--- config.mk ---
export PLATFORM = sky130hd
export DESIGN_NAME = wb_arbiter
export DESIGN_NICKNAME = d
export VERILOG_FILES = /design/src/rtl/wb_arbiter_pkg.sv /design/src/rtl/wb_fifo.sv /design/src/rtl/wb_arbiter.sv
export SDC_FILE = /design/constraint.sdc
export NUM_CORES = 1
export LEC_CHECK = 0
export ABC_CLOCK_PERIOD_IN_PS = 2460
export BUFFER_PORTS_ARGS = -buffer_cell sky130_fd_sc_hd__buf_2
export CORE_MARGIN = 2
export CORE_UTILIZATION = 50
export DETAILED_ROUTE_END_ITERATION = 10
export GPL_TIMING_DRIVEN = 0
export MAX_ROUTING_LAYER = met4
export PLACE_DENSITY = 0.77
export SLEW_MARGIN = 10
export SYNTH_ARGS = -nofsm -noshare
export SYNTH_HDL_FRONTEND = slang
export SYNTH_HIERARCHICAL = 1
export SYNTH_SLANG_ARGS = --single-unit
export TNS_END_PERCENT = 50
--- constraint.sdc ---
create_clock -name clk -period 2.46 [get_ports clk]
set_input_delay 0.246 -clock clk [delete_from_list [all_inputs] [get_ports clk]]
set_output_delay 0.246 -clock clk [all_outputs]
set_load 0.1 [all_outputs]
--- src/rtl/wb_arbiter_pkg.sv ---
// Shared register-file defines and the write-source encoding used by the writeback arbiter.
// The defines sit here because this file is always compiled first.
`ifndef WB_ARBITER_DEFINES
`define WB_ARBITER_DEFINES
`define RegLen      32
`define RegAddrLen  5
`define RegNum      32
`define ZeroWord    32'h0000_0000
`define ZeroRegAddr 5'h00
`define Enable      1'b1
`define Disable     1'b0
`endif

package wb_arbiter_pkg;

    typedef enum logic [1:0] {
        SRC_NONE = 2'd0,
        SRC_PIPE = 2'd1,
        SRC_FIFO = 2'd2
    } wb_src_e;

endpackage

--- src/rtl/wb_fifo.sv ---
// Synchronous FIFO of {rd, data} for long-latency results.
// Also exposes per-entry valid/rd so the top can build the busy mask.
module wb_fifo #(
    parameter int DEPTH = 4,
    parameter int DW    = 32,
    parameter int AW    = 5
) (
    input  logic                         clk,
    input  logic                         rst,
    input  logic                         push,
    input  logic                         pop,
    input  logic [AW-1:0]                push_rd,
    input  logic [DW-1:0]                push_data,
    output logic [AW-1:0]                head_rd,
    output logic [DW-1:0]                head_data,
    output logic                         full,
    output logic                         empty,
    output logic [$clog2(DEPTH+1)-1:0]   count,
    output logic [DEPTH-1:0]             entry_valid,
    output logic [AW-1:0]                entry_rd [DEPTH]
);
    localparam int PW = $clog2(DEPTH);
    localparam int CW = $clog2(DEPTH+1);

    logic [AW-1:0] rd_mem   [DEPTH];
    logic [DW-1:0] data_mem [DEPTH];
    logic [PW-1:0] rd_ptr_reg;
    logic [PW-1:0] wr_ptr_reg;
    logic [CW-1:0] count_reg;

    // Storage is not reset; validity comes from the pointers and count only.
    always_ff @(posedge clk) begin
        if (push) begin
            rd_mem[wr_ptr_reg]   <= push_rd;
            data_mem[wr_ptr_reg] <= push_data;
        end
    end

    always_ff @(posedge clk or negedge rst) begin
        if (!rst) begin
            rd_ptr_reg <= '0;
            wr_ptr_reg <= '0;
            count_reg  <= '0;
        end else begin
            if (push) wr_ptr_reg <= wr_ptr_reg + PW'(1);
            if (pop)  rd_ptr_reg <= rd_ptr_reg + PW'(1);
            case ({push, pop})
                2'b10:   count_reg <= count_reg + CW'(1);
                2'b01:   count_reg <= count_reg - CW'(1);
                default: count_reg <= count_reg;
            endcase
        end
    end

    assign head_rd   = rd_mem[rd_ptr_reg];
    assign head_data = data_mem[rd_ptr_reg];
    assign full      = (count_reg == CW'(DEPTH));
    assign empty     = (count_reg == '0);
    assign count     = count_reg;

    // Slot gi holds live data when its distance from the read pointer is below the count.
    for (genvar gi = 0; gi < DEPTH; gi++) begin : g_entry
        logic [PW-1:0] offset;
        assign offset          = PW'(gi) - rd_ptr_reg;
        assign entry_valid[gi] = (CW'(offset) < count_reg);
        assign entry_rd[gi]    = rd_mem[gi];
    end

endmodule

--- src/rtl/wb_arbiter.sv ---
// Regfile write-port arbiter: pipeline results take priority, long-latency results
// queue in a FIFO and drain into idle slots; busy_mask flags registers with pending writes.
import wb_arbiter_pkg::*;

module wb_arbiter #(
    parameter int DEPTH        = 4,
    parameter int REG_LEN      = `RegLen,
    parameter int REG_ADDR_LEN = `RegAddrLen
) (
    input  logic                          clk,
    input  logic                          rst,
    input  logic                          rdy,
    input  logic                          pipe_valid,
    input  logic [REG_ADDR_LEN-1:0]       pipe_rd,
    input  logic [REG_LEN-1:0]            pipe_data,
    input  logic                          lu_valid,
    output logic                          lu_ready,
    input  logic [REG_ADDR_LEN-1:0]       lu_rd,
    input  logic [REG_LEN-1:0]            lu_data,
    output logic                          write_enable,
    output logic [REG_ADDR_LEN-1:0]       write_addr,
    output logic [REG_LEN-1:0]            write_data,
    output logic [(1<<REG_ADDR_LEN)-1:0]  busy_mask,
    output logic [$clog2(DEPTH+1)-1:0]    wb_pending
);
    localparam int NREG = 1 << REG_ADDR_LEN;

    logic                    active;
    logic                    pipe_hit;
    logic                    fifo_push;
    logic                    fifo_pop;
    logic                    fifo_full;
    logic                    fifo_empty;
    logic [REG_ADDR_LEN-1:0] head_rd;
    logic [REG_LEN-1:0]      head_data;
    logic [DEPTH-1:0]        entry_valid;
    logic [REG_ADDR_LEN-1:0] entry_rd [DEPTH];
    wb_src_e                 src;

    assign active    = rdy & rst;
    // A write to x0 is not a real request, so it leaves the slot free for the FIFO.
    assign pipe_hit  = pipe_valid & (pipe_rd != '0);
    assign lu_ready  = active & ~fifo_full;
    assign fifo_push = lu_valid & lu_ready & (lu_rd != '0);
    assign fifo_pop  = (src == SRC_FIFO);

    wb_fifo #(
        .DEPTH (DEPTH),
        .DW    (REG_LEN),
        .AW    (REG_ADDR_LEN)
    ) u_fifo (
        .clk         (clk),
        .rst         (rst),
        .push        (fifo_push),
        .pop         (fifo_pop),
        .push_rd     (lu_rd),
        .push_data   (lu_data),
        .head_rd     (head_rd),
        .head_data   (head_data),
        .full        (fifo_full),
        .empty       (fifo_empty),
        .count       (wb_pending),
        .entry_valid (entry_valid),
        .entry_rd    (entry_rd)
    );

    always_comb begin
        src          = SRC_NONE;
        write_enable = `Disable;
        write_addr   = '0;
        write_data   = '0;
        if (active) begin
            if (pipe_hit)         src = SRC_PIPE;
            else if (!fifo_empty) src = SRC_FIFO;
        end
        case (src)
            SRC_PIPE: begin
                write_enable = `Enable;
                write_addr   = pipe_rd;
                write_data   = pipe_data;
            end
            SRC_FIFO: begin
                write_enable = `Enable;
                write_addr   = head_rd;
                write_data   = head_data;
            end
            default: ;
        endcase
    end

    for (genvar gi = 0; gi < NREG; gi++) begin : g_busy
        if (gi == 0) begin : g_zero
            assign busy_mask[gi] = 1'b0;
        end else begin : g_reg
            logic [DEPTH-1:0] hit;
            for (genvar gj = 0; gj < DEPTH; gj++) begin : g_hit
                assign hit[gj] = entry_valid[gj] & (entry_rd[gj] == REG_ADDR_LEN'(gi));
            end
            assign busy_mask[gi] = |hit;
        end
    end

endmodule

# Yosys cells after proc, flatten, opt, wreduce, memory -nomap -nowiden
# Memory sizes are Yosys's and may differ from the RTL's.
# Cells that the tools add are included.
dict set report classes {
  add_sub_neg 8
  eq_ne 129
  mux 9
  n_bitwise 130
  order_cmp 4
  n_reduce_logical 36
}
# operator n
set ops {}
lappend ops {{5-bit equality test, second input constant} 64}
lappend ops {{5-bit by 4-bit equality test with 1-bit output, second input constant} 32}
lappend ops {{1-bit AND} 129}
lappend ops {{4-bit OR reduction} 31}
lappend ops {{5-bit by 3-bit equality test with 1-bit output, second input constant} 16}
lappend ops {{32-bit case mux with 2 select lines} 1}
lappend ops {{5-bit by 2-bit equality test with 1-bit output, second input constant} 8}
lappend ops {{5-bit by 1-bit equality test with 1-bit output, second input constant} 4}
lappend ops {{2-bit by 3-bit < comparator with 1-bit output} 4}
lappend ops {{5-bit case mux with 2 select lines} 1}
lappend ops {{5-bit nonzero test} 2}
lappend ops {{2-bit two-way mux} 3}
lappend ops {{3-bit case mux with 2 select lines} 1}
lappend ops {{2-bit by 1-bit adder with 2-bit output, second input constant} 2}
lappend ops {{2-bit by 1-bit equality test with 1-bit output, second input constant} 2}
lappend ops {{2-bit equality test, second input constant} 2}
lappend ops {{1-bit by 2-bit subtractor with 2-bit output, first input constant} 2}
lappend ops {{2-bit subtractor, first input constant} 2}
lappend ops {{3-bit by 1-bit adder with 3-bit output, second input constant} 1}
lappend ops {{3-bit equality test, second input constant} 1}
lappend ops {{3-bit logical NOT} 1}
lappend ops {{1-bit two-way mux} 3}
lappend ops {{3-bit by 1-bit subtractor with 3-bit output, second input constant} 1}
lappend ops {{2-bit nonzero test} 1}
lappend ops {{2 further kinds} 2}
dict set report word_totals {
  ramBits 148
  word_cells 321
  ff_bits 7
  mem_count 2
}
# memory depth width rd rd_clocked_by_memory_dff write_ports line
set memory_table {}
lappend memory_table {u_fifo.data_mem 4 32 1 0 1 wb_fifo.sv:26} ;# logic [DW-1:0] data_mem [DEPTH];
lappend memory_table {u_fifo.rd_mem 4 5 5 0 1 wb_fifo.sv:25} ;# logic [AW-1:0] rd_mem [DEPTH];

# Depth between registers and ports, before layout
dict set report depth {
  ltp_word 7
  depth_mapped 11
  ltp_nobuf 11
}

# Modules after synthesis
# Netlist, hierarchy kept.
# module seq_area_each_um2 instances area_per_inst_um2 cells_per_inst
set by_module_without_submodules {}
lappend by_module_without_submodules {wb_fifo 4619.4 1 5896.9 248}
lappend by_module_without_submodules {wb_arbiter 0.0 1 1555.2 236}

# Worst setup path after synthesis
# No wires, ideal clock.
dict set report synth_path {
  path_kind {flip-flop to flip-flop}
  start {reg u_fifo.count_reg[1] (netlist: u_fifo/count[1])}
  end {mem u_fifo.data_mem[0][0] (enable)}
  setup_ns 0.398
  t_required_ns 2.062
  slack_ns -2.124
  path_stages_with_launch 6
  n_path_buf 0
  arrival_ns 4.187
  path_cell_list {dfrtp_1 inv_1 and3_1 nor2_1 o311a_1 and2_1}
}
dict set report synth_between {
  elab_chain_len 7
}
# item line
set synth_rtl {}
lappend synth_rtl {{start: declaration} wb_fifo.sv:29} ;# logic [CW-1:0] count_reg;
lappend synth_rtl {{start signal: assignment} wb_fifo.sv:48} ;# 2'b10: count_reg <= count_reg + CW'(1);
lappend synth_rtl {{start signal: assignment} wb_fifo.sv:49} ;# 2'b01: count_reg <= count_reg - CW'(1);
lappend synth_rtl {{start signal: assignment} wb_fifo.sv:50} ;# default: count_reg <= count_reg;
lappend synth_rtl {{3-bit equality test} wb_fifo.sv:57} ;# assign full = (count_reg == CW'(DEPTH));
lappend synth_rtl {{via fifo_full} wb_arbiter.sv:32} ;# logic fifo_full;
lappend synth_rtl {{1-bit inverter} wb_arbiter.sv:43} ;# assign lu_ready = active & ~fifo_full;
lappend synth_rtl {{1-bit AND} wb_arbiter.sv:43}
lappend synth_rtl {{via lu_ready} wb_arbiter.sv:17} ;# output logic lu_ready,
lappend synth_rtl {{1-bit AND (2 in series)} wb_arbiter.sv:44} ;# assign fifo_push = lu_valid & lu_ready & (lu_rd != '0);
lappend synth_rtl {{via fifo_push} wb_arbiter.sv:30} ;# logic fifo_push;
lappend synth_rtl {{1-bit two-way mux} wb_fifo.sv:33} ;# if (push) begin
lappend synth_rtl {{1-bit two-way mux (not written as such)} wb_fifo.sv:35} ;# data_mem[wr_ptr_reg] <= push_data;
lappend synth_rtl {{end: declaration} wb_fifo.sv:26}
# The timed path passes the listed nets, and every way through them passes these cells.

# Final worst setup path
dict set report layout_path {
  start {reg u_fifo.rd_ptr_reg[1]}
  end {out busy_mask[10]}
}
dict set report layout_between {
  elab_chain_len 4
  word_cells_on_any_way 13
  cone_classes {4 x add/sub; 4 x order compare; 4 x bitwise; 1 x reduce/logical}
}
# item line
set layout_rtl {}
lappend layout_rtl {{start: declaration} wb_fifo.sv:27} ;# logic [PW-1:0] rd_ptr_reg;
lappend layout_rtl {{start signal: assignment} wb_fifo.sv:46} ;# if (pop) rd_ptr_reg <= rd_ptr_reg + PW'(1);
lappend layout_rtl {{2-bit subtractor} wb_fifo.sv:64} ;# assign offset = PW'(gi) - rd_ptr_reg;
lappend layout_rtl {{2-bit by 3-bit < comparator with 1-bit output} wb_fifo.sv:65} ;# assign entry_valid[gi] = (CW'(offset) < count_reg);
lappend layout_rtl {{via entry_valid[2]} wb_arbiter.sv:36} ;# logic [DEPTH-1:0] entry_valid;
lappend layout_rtl {{1-bit AND} wb_arbiter.sv:97} ;# assign hit[gj] = entry_valid[gj] & (entry_rd[gj] == REG_ADDR_LEN'(gi));
lappend layout_rtl {{4-bit OR reduction} wb_arbiter.sv:99} ;# assign busy_mask[gi] = |hit;
lappend layout_rtl {{end: declaration} wb_arbiter.sv:23} ;# output logic [(1<<REG_ADDR_LEN)-1:0] busy_mask,
# The timed path passes the listed nets, and every way through them passes these cells.

==> flow_summary.ini <==
[outcome]
outcome = finished with violations
violations = setup timing

[layout]
fill_cells = 753
finalInstanceArea_um2 = 11500
utilization = 0.788
final_cells = 873
largest_reg_flops = 128
nets = 766
drive_gt1_frac = 0.635
area_delta_synth_final_pct = 53.7

[worst_setup_path]
arrival_ns = 2.66
startpoint_type = flop
critPathKind = reg -> out
crit_fanout = 6
r2r_cells = 12
r2r_slack_ns = 0.08
end_kind = output port
rr_endpoint = u_fifo/count[2]
worstReg2RegStart = u_fifo/count[0]
worst_ep_required_time_ns = 2.21

[placement]
io_buffers = 151
dp_hpwl_um = 14100
gp_congestion = 0.935
placed_area_um2 = 9080
dp.cells = 819
place_ws_ns = -0.963

[timing]
post-route-period-util = 1.18
period_needed_ns = 2.91
hold_violations = 0
rsz0062_at_grt = yes
finalSetupViolations = 69
setup_slack_ns = -0.446
max_clock_freq_mhz = 344
drv_slew = 0
finalClockSkew_ns = 0.00597
worst_pin_slew_ns = 0.924
slew_headroom = 0.384

[global_routing]
antenna_found_initial = 2
grt_pass1_wl_um = 35900
overflow = 0
track_usage = 0.315
grt_max_degree = 38
first_global_vias = 6076

[synthesis]
yosys-top-cells-area = edfxtp_1 (60%), mux4_2 (11%), a22oi_1 (5.7%)
yosysWarnings = 6
syn_inst = 484
ys_seq_area_frac = 0.620
async_reset_ff_frac = 0.0452
synth_fp_nets = 575
synth_flop_cell = edfxtp_1
synthesis.area_um2 = 7450
synth_edf_count = 148
synth_top_cell_by_area = edfxtp_1
syn_avg_cell_area_um2 = 15.4
ys_ff_latch = 155
synth.distinct_cells = 46
synth_top_area_frac = 0.596

[pwr]
power.density_nw_per_um2 = 932
peakVddDrop_v = 0.000717
cellLeakagePower_nw = 3.81

[min_path]
hold_depth = 1
min_to = u_fifo/data_mem[2][25]
worstHoldStart = lu_data[25]
hp-class = in -> reg

[clock_network]
numCtsBuffers = 17
cts_tree = built
clk_root_buffer_cell = clkbuf_16
clk-insertion-delay-late_ns = 0.42
cts_sinks = 155
clockBufferDepth = 2
cts.clk_slew.worst_paths_ns = 0.06
h-tree-depth = 4

[routing]
vias = 5736
drt_iter0_drc = 544
routed_wl_um = 24100
wl_per_cell_um = 27.6
post_drt_via_cell_ratio = 6.57
final_antenna_net_count = 0
drcViolationCount = 0
first_pass_iters = 5

[die]
initial_core_util = 0.513
die_x_um = 126
core_um2 = 14500
ios = 153
die-area_um2 = 15900
row_count = 44
die_h_um = 126

[job]
maxCapViolCount = 0
layer usage:
metal,track usage,vias up,share of wire
li1,-,2400,-
met1,0.379,2929,0.37
met2,0.521,339,0.53
met3,0.0637,68,0.067
met4,0.137,0,0.034
met5,-,-,0
cells in the final DEF, fill, tap and decap left out, types with 6 or more instances in the layout:
cell       Yosys  routed
edfxtp_1     148     148
buf_2          8      87
buf_12         3      53
a22oi_2        0      52
mux4_2        37      37
nor2_4         0      31
clkbuf_16      0      22
buf_6          2      22
o221ai_4       0      16
buf_4          1      15
nand2_1       16      11
buf_8          0       9
inv_1         12       9
o221ai_2       0       9
nor2_2         0       8
nor2_1        47       8
a32oi_2        0       7
clkbuf_1      10       6
ha_1          11       6
through the flow:
| step | TNS (ns) | power [W] | hold WS (ns) |
|---|---|---|---|
| final | -15.73 | 0.0107 | 0.0354 |
| after detailed placement | -44.25 | 0.00698 | 0.100 |
| after global routing | -21.23 | 0.0110 | 0.0324 |
| after floorplan | -23.81 | 0.00621 | -0.0496 |
| after CTS | -16.18 | 0.0103 | 0.0252 |
| after global placement | -41.80 | 0.00691 | 0.0948 |
how the worst max path moves through the flow:
stage,start,end,slack [ns]
final,u_fifo/rd_ptr_reg[1],busy_mask[10],-0.45
after floorplan,u_fifo/rd_ptr_reg[0],busy_mask[10],-0.32
after CTS,u_fifo/rd_ptr_reg[0],busy_mask[3],-0.49
after detailed placement,pipe_rd[1],write_data[2],-0.96
after global placement,pipe_rd[1],write_addr[0],-0.89
after global routing,u_fifo/rd_ptr_reg[1],busy_mask[7],-0.54
worst max-delay path, cell delays in order (launching register included):
cell and delay (ns):
dfrtp_1 0.39, buf_6 0.15, xor2_4 0.20, inv_2 0.07, ha_4 0.21, a21oi_2 0.13
or2_4 0.17, nor2b_4 0.22, nand3b_1 0.11, buf_6 0.17, o221ai_4 0.19, buf_12 0.21
synthesized netlist by cell type (all sizes together) (5+ instances only):
cell type and instances:
a22oi 57, a32oi 9, and2 6, and4b 6, and4bb 6, buf 21, clkbuf 10, dfrtp 7
edfxtp 148, ha 11, inv 12, mux4 37, nand2 16, nand2b 5, nor2 47, nor2b 6
o221ai 25, or2 5, xor2 5
logic make-up after synthesis:
group / share of synthesized area
buffers and inverters: 0.0321
other: 0.000503
AND/OR/NAND/NOR: 0.0927
XOR/XNOR: 0.00823
flip-flops: 0.620
multiplexers: 0.112
adder cells (fa/ha/maj): 0.0212
AO/OA/AOI/OAI: 0.114
layout make-up:
type / instances / area [um^2] / area share
sequential: 155 / 4630 / 0.404
multi-input combinational: 287 / 3760 / 0.328
clock inverter: 14 / 145 / 0.0127
inverter: 12 / 51.3 / 0.00448
timing repair buffer: 172 / 1840 / 0.160
antenna: 2 / 5.00 / 0.000437
tap: 184 / 230 / 0.0201
clock buffer: 17 / 425 / 0.0372
buffer: 30 / 365 / 0.0319
timing repair:
action | 4_1_cts | 5_1_grt
setup buffers | 13 | 3
cloned | 3 | 2
endpoints found under the hold margin | 7 | 0
hold buffers | 1 | 0
pin swaps | 18 | 24
gates resized for setup | 342 | 43
setup endpoints to repair | 69 | 69
where the power goes:
part	switching, W	leakage, nW	internal (W)
Combinational	0.00292	2.11	0.00199
Sequential	0.000127	1.42	0.00311
Clock	0.00105	0.279	0.00149
(Power assumes the default switching activity.)
